[src/rtl/fifo_arb_pkg.sv]
// Shared state encoding and default sizing for the FIFO write arbiter.
package fifo_arb_pkg;

    typedef enum logic {
        IDLE  = 1'b0,
        GRANT = 1'b1
    } state_e;

    localparam int unsigned NUM_REQ_DEF   = 4;
    localparam int unsigned WIDTH_DEF     = 32;
    localparam int unsigned MAX_BURST_DEF = 8;

    // Beat counter must hold the value MAX_BURST itself.
    function automatic int unsigned cnt_width(int unsigned max_burst);
        return $clog2(max_burst + 1);
    endfunction

endpackage

[src/rtl/fifo_wr_arbiter_rr_pick.sv]
// Rotating-priority picker: first set request at or after ptr_i, wrapping.
module rr_pick
    import fifo_arb_pkg::*;
#(
    parameter int unsigned NUM_REQ = NUM_REQ_DEF,
    parameter int unsigned ID_W    = $clog2(NUM_REQ)
) (
    input  logic [NUM_REQ-1:0] req_i,
    input  logic [ID_W-1:0]    ptr_i,
    output logic               valid_o,
    output logic [ID_W-1:0]    idx_o
);

    logic [ID_W-1:0] cand;

    // Scan upward from the pointer; the first hit wins.
    always_comb begin
        valid_o = 1'b0;
        idx_o   = '0;
        cand    = '0;
        for (int unsigned i = 0; i < NUM_REQ; i++) begin
            cand = ID_W'((32'(ptr_i) + i) % NUM_REQ);
            if (!valid_o && req_i[cand]) begin
                valid_o = 1'b1;
                idx_o   = cand;
            end
        end
    end

endmodule

[src/rtl/fifo_wr_arbiter.sv]
// Burst-limited round-robin arbiter feeding a single synchronous FIFO write port.
module fifo_wr_arbiter
    import fifo_arb_pkg::*;
#(
    parameter int unsigned NUM_REQ   = NUM_REQ_DEF,
    parameter int unsigned WIDTH     = WIDTH_DEF,
    parameter int unsigned MAX_BURST = MAX_BURST_DEF,
    parameter int unsigned ID_W      = $clog2(NUM_REQ)
) (
    input  logic                     clk_i,
    input  logic                     rst_i,
    input  logic [NUM_REQ-1:0]       req_i,
    input  logic [NUM_REQ*WIDTH-1:0] wdata_i,
    output logic [NUM_REQ-1:0]       gnt_o,
    output logic [NUM_REQ-1:0]       ack_o,
    output logic [WIDTH-1:0]         fifo_wdata_o,
    output logic                     fifo_wr_en_o,
    input  logic                     fifo_full_i,
    output logic                     busy_o,
    output logic [ID_W-1:0]          owner_o
);

    localparam int unsigned     CNT_W     = cnt_width(MAX_BURST);
    localparam logic [CNT_W-1:0] LAST_BEAT = CNT_W'(MAX_BURST - 1);
    localparam logic [CNT_W-1:0] BURST_MAX = CNT_W'(MAX_BURST);
    localparam logic [ID_W-1:0]  LAST_ID   = ID_W'(NUM_REQ - 1);

    state_e             state_q, state_d;
    logic [NUM_REQ-1:0] gnt_q, gnt_d;
    logic [ID_W-1:0]    owner_q, owner_d;
    logic [ID_W-1:0]    rr_ptr_q, rr_ptr_d;
    logic [CNT_W-1:0]   beat_cnt_q, beat_cnt_d;
    logic               busy_q, busy_d;

    logic               pick_valid;
    logic [ID_W-1:0]    pick_idx;
    logic               beat;
    logic [WIDTH-1:0]   owner_data;

    rr_pick #(
        .NUM_REQ (NUM_REQ),
        .ID_W    (ID_W)
    ) u_rr_pick (
        .req_i   (req_i),
        .ptr_i   (rr_ptr_q),
        .valid_o (pick_valid),
        .idx_o   (pick_idx)
    );

    // A beat is the owner requesting while the FIFO has room.
    assign ack_o        = gnt_q & req_i & {NUM_REQ{~fifo_full_i}};
    assign beat         = |ack_o;
    assign fifo_wr_en_o = beat;

    // Select the owner's data slice.
    always_comb begin
        owner_data = '0;
        for (int unsigned k = 0; k < NUM_REQ; k++) begin
            if (ID_W'(k) == owner_q) begin
                owner_data = wdata_i[k*WIDTH +: WIDTH];
            end
        end
    end

    assign fifo_wdata_o = (state_q == GRANT) ? owner_data : '0;
    assign gnt_o        = gnt_q;
    assign owner_o      = owner_q;
    assign busy_o       = busy_q;

    // Next-state: arbitrate in IDLE, count beats and release in GRANT.
    always_comb begin
        state_d    = state_q;
        gnt_d      = gnt_q;
        owner_d    = owner_q;
        rr_ptr_d   = rr_ptr_q;
        beat_cnt_d = beat_cnt_q;
        busy_d     = busy_q;
        case (state_q)
            IDLE: begin
                if (pick_valid) begin
                    state_d    = GRANT;
                    gnt_d      = NUM_REQ'(1) << pick_idx;
                    owner_d    = pick_idx;
                    beat_cnt_d = '0;
                    busy_d     = 1'b1;
                end
            end
            GRANT: begin
                if (beat && (beat_cnt_q < BURST_MAX)) begin
                    beat_cnt_d = beat_cnt_q + CNT_W'(1);
                end
                // Owner release and burst-limit share one exit path.
                if (!req_i[owner_q] || (beat && (beat_cnt_q == LAST_BEAT))) begin
                    state_d  = IDLE;
                    gnt_d    = '0;
                    owner_d  = '0;
                    busy_d   = 1'b0;
                    rr_ptr_d = (owner_q == LAST_ID) ? '0 : owner_q + ID_W'(1);
                end
            end
            default: state_d = IDLE;
        endcase
    end

    // State and bookkeeping registers with synchronous reset.
    always_ff @(posedge clk_i) begin
        if (rst_i) begin
            state_q    <= IDLE;
            gnt_q      <= '0;
            owner_q    <= '0;
            rr_ptr_q   <= '0;
            beat_cnt_q <= '0;
            busy_q     <= 1'b0;
        end else begin
            state_q    <= state_d;
            gnt_q      <= gnt_d;
            owner_q    <= owner_d;
            rr_ptr_q   <= rr_ptr_d;
            beat_cnt_q <= beat_cnt_d;
            busy_q     <= busy_d;
        end
    end

endmodule
[config.mk]
export PLATFORM = sky130hd
export DESIGN_NAME = fifo_wr_arbiter
export DESIGN_NICKNAME = d
export VERILOG_FILES = /design/src/rtl/fifo_arb_pkg.sv /design/src/rtl/fifo_wr_arbiter_rr_pick.sv /design/src/rtl/fifo_wr_arbiter.sv
export SDC_FILE = /design/constraint.sdc
export NUM_CORES = 1
export LEC_CHECK = 0
export CAP_MARGIN = 0
export CORE_MARGIN = 2
export CORE_UTILIZATION = 30
export DETAILED_ROUTE_END_ITERATION = 8
export GPL_TIMING_DRIVEN = 0
export PLACE_DENSITY = 0.84
export SLEW_MARGIN = 15
export SYNTH_ARGS = -nofsm -noshare
export SYNTH_HDL_FRONTEND = slang
export SYNTH_SLANG_ARGS = --single-unit
export TNS_END_PERCENT = 10
[constraint.sdc]
create_clock -name clk_i -period 6.4 [get_ports clk_i]
set_input_delay 1.6 -clock clk_i [delete_from_list [all_inputs] [get_ports clk_i]]
set_output_delay 1.6 -clock clk_i [all_outputs]
set_load 0.01 [all_outputs]
==> Yosys cells after proc, flatten, opt, wreduce, memory -nomap -nowiden <==
Index checks and enable logic that the tools add are counted.
{ "totals": {"ff_bits": 14, "latch_bits": 0, "ramBits": 0, "mem_bits_ro": 0, "input_bits": 135, "output_inout_bits": 44, "wordCells": 84, "mem_count": 0} }
{ "op_classes": {"addsub": 5, "mul": 0, "div": 0, "magnitude_cmp": 6, "eq_ne": 8, "shifts": 1, "mux": 39, "bitwise": 4, "n_reduce_logical": 15} }
{ "ops": {"columns": ["cell", "count"], "rows": [
  ["two-way mux 32 bit", 5],
  ["two-way mux 4 bit", 4],
  ["one-hot mux 4 bit (2 select lines)", 2],
  ["less-than comparator 2 x 3 -> 1 bit (second input constant)", 5],
  ["two-way mux 2 bit", 7],
  ["two-way mux 1 bit", 13],
  ["binary-select mux 1 bit (select 2 bit)", 5],
  ["bitwise AND 4 bit", 2],
  ["AND reduction 2 bit", 3],
  ["logical AND 1 bit", 5],
  ["adder 2 x 1 -> 2 bit (second input constant)", 2],
  ["adder 2 bit (second input constant)", 2],
  ["adder 4 x 1 -> 4 bit (second input constant)", 1],
  ["equality test 2 bit (first input constant)", 2],
  ["equality test 4 x 3 -> 1 bit (second input constant)", 1],
  ["zero test 1 bit", 4],
  ["less-than comparator 4 bit (second input constant)", 1],
  ["inequality test 2 x 1 -> 1 bit (second input constant)", 2],
  ["one-hot mux 1 bit (2 select lines)", 2],
  ["one-hot mux 2 bit (2 select lines)", 1],
  ["OR reduction 4 bit", 1],
  ["<< shifter 1 x 2 -> 4 bit (first input constant)", 1],
  ["equality test 1 x 2 -> 1 bit (first input constant)", 1],
  ["equality test 2 bit (second input constant)", 1],
  ["4 further kinds", 5]
]} }

==> Logic depth before layout (Yosys ltp) <==
Gate-level depths: netlist of run 1.
{ "depth": {"word_depth": 15, "depth_mapped": 8, "ltp_nobuf": 6} }

==> Cells and area by module <==
Synthesis of run 1 repeated with hierarchy kept, for this count alone.
{ "unflattened": {"hier_cells": 287, "hier_area_um2": 1945.6} }
{ "modules_own_cells": {"columns": ["mod", "instances", "cells_each", "area_each_um2", "seq_area_each_um2"], "rows": [
  ["fifo_wr_arbiter", 1, 272, 1868.0, 280.3],
  ["rr_pick", 1, 15, 77.6, 0.0]
]} }

==> Worst setup path after synthesis of run 1 <==
No wires, ideal clock.
{ "synth_path": {"path_type": "input port to output port", "from": "in wdata_i[30]", "to": "out fifo_wdata_o[30]", "arrival_ps": 2150, "required_ps": 4800, "setup_slack_ps": 2650, "cell_stages": 4, "n_path_buf": 0, "path_cell_list": "and3b_1 a21oi_1 o21ai_0 a22o_1"} }
{ "synth_between": {"elab_chain_cells": 5} }
{ "synth_lines": {"columns": ["element", "line_no", "text"], "rows": [
  ["from (decl)", "fifo_wr_arbiter.sv:13", "input logic [NUM_REQ*WIDTH-1:0] wdata_i,"],
  ["two-way mux 32 bit (4 in series)", "fifo_wr_arbiter.sv:59", "if (ID_W'(k) == owner_q) begin"],
  ["two-way mux 32 bit", "fifo_wr_arbiter.sv:65", "assign fifo_wdata_o = (state_q == GRANT) ? owner_data : '0;"],
  ["to (decl)", "fifo_wr_arbiter.sv:16", "output logic [WIDTH-1:0] fifo_wdata_o,"]
]} }
No other way between the ends.

==> Final worst setup path of run 1 <==
{ "layout_path": {"from": "in req_i[2]", "to": "out fifo_wr_en_o"} }
{ "layout_between": {"elab_chain_cells": 3} }
{ "layout_lines": {"columns": ["element", "line_no", "text"], "rows": [
  ["from (decl)", "fifo_wr_arbiter.sv:12", "input logic [NUM_REQ-1:0] req_i,"],
  ["bitwise AND 4 bit (2 in series)", "fifo_wr_arbiter.sv:51", "assign ack_o = gnt_q & req_i & {NUM_REQ{~fifo_full_i}};"],
  ["OR reduction 4 bit", "fifo_wr_arbiter.sv:52", "assign beat = |ack_o;"],
  ["to (decl)", "fifo_wr_arbiter.sv:17", "output logic fifo_wr_en_o,"]
]} }
No other way between the ends.

==> flow_metrics.py, run 1 <==
metrics = {
    "clock_network": {
        "clkLatencyLatePin_ps": 250,
        "numCtsBuffers": 3,
        "cts_max_path_buffers": 2,
        "cts_hold_buf": 0,
        "cts_setup_buffers": 0,
        "cts.sinks": 14,
        "h-tree-depth": 1,
        "cts_tree": "built",
        "clockRootBuffer": "clkbuf_8",
        "ctsResizeCount": 0,
        "clk_pin_slew_ps": 60,
    },
    "hold_path": {
        "hold_path_end": "busy_o",
        "worstHoldPathCells": 2,
        "min_path_type": "reg -> reg",
        "hp-start": "busy_o",
    },
    "synthesis": {
        "async_reset_ff_frac": 0,
        "synthTopCellsByArea": "a22o_1, dfxtp_1, a22oi_1",
        "synth_nets": 393,
        "avgSynthCellArea_sq_um": 7.29,
        "ys_types": 41,
        "synth_top_area_cell": "a22o_1",
        "ys_seq_area_frac": 0.152,
        "yosysMostFrequentCell": "nand2_1",
        "synthTopCellsByCount": "nand2_1, o21ai_0, a22o_1",
        "synth_top_area_frac": 0.152,
        "yosysWarnings": 0,
        "syn-cell-area_sq_um": 1840,
        "synthFlopType": "dfxtp_1",
        "synth_seq_cells": 14,
        "synth-edff-count": 0,
        "netlist_instances": 253,
    },
    "pwr": {
        "p_comb_frac": 0.617,
        "p_seq_frac": 0.204,
        "clockPowerShare": 0.178,
        "p_per_area_nw_per_um2": 132,
        "p_switching_mw": 0.170,
        "peakVddDrop_mv": 0.119,
        "p_leak_nw": 1.38,
        "swShare": 0.343,
        "p_total_mw": 0.495,
        "p_int_mw": 0.325,
    },
    "timing": {
        "setup_viol": 0,
        "fin_hold_ws_ps": 477,
        "worst_pin_slew_ps": 516,
        "hold_viol": 0,
        "finalCriticalPeriod_ps": 4800,
        "finClkSkew_ps": 0.519,
        "tns_ps": 0,
        "relSlewSlack": 0.656,
        "rsz0062_at_grt": "no",
        "max_freq_mhz": 208,
        "fin_ws_ps": 1600,
        "fin_crit_sh": 0.750,
        "slew_violations": 0,
    },
    "finish": {
        "diodes": 0,
        "final-instance-count-excl-fill": 508,
        "nFillCells": 501,
        "nNetsFinal": 574,
        "syn_to_final_growth_pct": 104,
        "post-route-util": 0.634,
        "layout-drive-gt1-share": 0.0393,
        "final_area_sq_um": 3750,
    },
    "placement": {
        "place_area_sq_um": 3700,
        "place_ws_ps": 1640,
        "portBuffers": 176,
        "dpl.cell_count": 504,
        "routabilityCongestion": 0.853,
        "dp_hpwl_um": 7000,
    },
    "global_route": {
        "grt_pass1_vias": 2442,
        "overflow": 0,
        "track_usage": 0.224,
        "antenna_found_initial": 0,
        "grt_pass1_wl_um": 12100,
        "grt_max_degree": 11,
    },
    "routing": {
        "viasPerCell": 5.30,
        "drtIter0Drc": 58,
        "num_vias": 2693,
        "wl_per_cell_um": 17.1,
        "dr.pass1.iters": 4,
        "route.detailed.drc": 0,
        "wl_um": 8680,
        "antenna_left": 0,
    },
    "setup_path": {
        "path_class": "in -> out",
        "cp_data_arrival_time_ps": 3200,
        "cp-start-kind": "input pin",
        "rr_worst_depth": 4,
        "reg2reg_slack_ps": 4630,
        "worstPathRequired_ps": 4800,
        "r2r-start": "owner_o[1]",
        "endpoint_kind": "output port",
        "r2r-end": "rr_ptr_q[0]",
        "path_max_fanout": 7,
    },
    "die": {
        "die_w_um": 82.4,
        "die_h_um": 82.4,
        "die-area_sq_um": 6790,
        "start_util": 0.311,
        "ios": 179,
        "core_sq_um": 5920,
        "fp-row-count": 28,
    },
    "status": {
        "status": "finished, final reports clean",
    },
    "run": {
        "maxCapViolCount": 0,
    },
}
[placed cells by master (no fill, tap or decap), types with 3 or more instances in the layout]
| cell type | synthesis | routed |
|---|---|---|
| buf_1 | 3 | 3 |
| mux2i_1 | 3 | 3 |
| a22oi_1 | 31 | 31 |
| inv_1 | 4 | 4 |
| nand2b_1 | 4 | 4 |
| clkbuf_8 | 0 | 4 |
| nand2_1 | 40 | 40 |
| ha_1 | 5 | 5 |
| nor2_1 | 11 | 11 |
| a22o_1 | 32 | 32 |
| a32o_1 | 3 | 3 |
| nor3_1 | 3 | 3 |
| o21ai_0 | 34 | 34 |
| clkbuf_1 | 19 | 19 |
| clkdlybuf4s50_1 | 0 | 176 |
| and3b_1 | 3 | 3 |
| dfxtp_1 | 14 | 14 |
| nand3b_1 | 7 | 7 |
| a21oi_1 | 7 | 7 |
[layer usage]
| layer | track usage | up-vias | wire length (um) |
|---|---|---|---|
| met3 | 0.0467 | 11 | 725 |
| li1 | - | 1331 | - |
| met5 | 0 | - | 0 |
| met4 | 0.0350 | 0 | 111 |
| met2 | 0.406 | 105 | 4390 |
| met1 | 0.276 | 1246 | 3450 |
[area by class of cell]
| class | instances | area [sq um] | area share |
|---|---|---|---|
| Clock buffer | 4 | 55.1 | 0.0147 |
| Timing Repair Buffer | 176 | 1760 | 0.469 |
| Tap cell | 75 | 93.8 | 0.0250 |
| Inverter | 4 | 15.0 | 0.00400 |
| Buffer | 26 | 111 | 0.0297 |
| Sequential cell | 14 | 280 | 0.0746 |
| Multi-Input combinational cell | 209 | 1440 | 0.383 |
[critical path: stages]
cell and delay [ps]:
clkdlybuf4s50_1 680, a22oi_4 160, a21oi_1 190, clkdlybuf4s50_1 560
[flip-flops by register name (all words and copies together), names as in the netlist]
| signal | cells |
|---|---|
| beat_cnt_q | 4 |
| busy_o | 1 |
| gnt_o | 4 |
| owner_o | 2 |
| rr_ptr_q | 2 |
| state_q | 1 |
[cell families (layout without fill, tap and decap cells)]
family                     Yosys count  count (layout)  share of synthesized area
DFF                                 14              14                      0.152
muxes                                6               6                     0.0387
adders and majority gates            5               5                     0.0339
buffers and inverters               30             210                     0.0685
AOI/OAI and AO/OA                  121             121                      0.506
and+or+nand+nor                     77              77                      0.201
[worst max-delay path by stage]
| stage | from | endpoint | slack (ps) | cells past startpoint |
|---|---|---|---|---|
| after global placement | req_i[2] | fifo_wr_en_o | 1630 | 4 |
| after CTS | req_i[2] | fifo_wr_en_o | 1620 | 4 |
| final | req_i[2] | fifo_wr_en_o | 1600 | 4 |
| after floorplan | wdata_i[30] | fifo_wdata_o[30] | 2650 | 4 |
| after global routing | req_i[2] | fifo_wr_en_o | 1580 | 4 |
| after detailed placement | req_i[2] | fifo_wr_en_o | 1640 | 4 |
[power groups by stage]
| stage | Combinational [mW] | Sequential [mW] | Clock [mW] |
|---|---|---|---|
| after floorplan | 0.134 | 0.103 | 0 |
| after global placement | 0.300 | 0.103 | 0 |
| after detailed placement | 0.304 | 0.103 | 0 |
| after CTS | 0.306 | 0.101 | 0.0901 |
| after global routing | 0.331 | 0.102 | 0.0940 |
| final | 0.305 | 0.101 | 0.0883 |
No activity file was read; power rests on OpenSTA's default activity.
==> run 2: changes to the inputs <==
- clock period: 6.4 -> 4.7 ns (I/O delays scaled with it)
==> results of run 2 <==
Same layout as run 1 (identical final DEF). Status: finished, final reports clean.
Main changes from that run: setup slack after placement 1640 ps -> 787 ps; setup slack after layout 1600 ps -> 575 ps; start point of the critical path req_i[2] -> owner_o[1]; end point of the critical path fifo_wr_en_o -> fifo_wdata_o[17]; register-to-register setup slack 4630 ps -> 2930 ps; total power 0.495 mW -> 0.673 mW; worst IR drop on VDD 0.119 mV -> 0.163 mV
==> run 3: changes to the inputs <==
- SLEW_MARGIN: 15 -> default
==> results of run 3 <==
Same layout as run 1 (identical final DEF). Status: finished, final reports clean.
Main changes from that run: setup slack after placement 1640 ps -> 787 ps; setup slack after layout 1600 ps -> 575 ps; start point of the critical path req_i[2] -> owner_o[1]; end point of the critical path fifo_wr_en_o -> fifo_wdata_o[17]; register-to-register setup slack 4630 ps -> 2930 ps; total power 0.495 mW -> 0.673 mW; worst IR drop on VDD 0.119 mV -> 0.163 mV
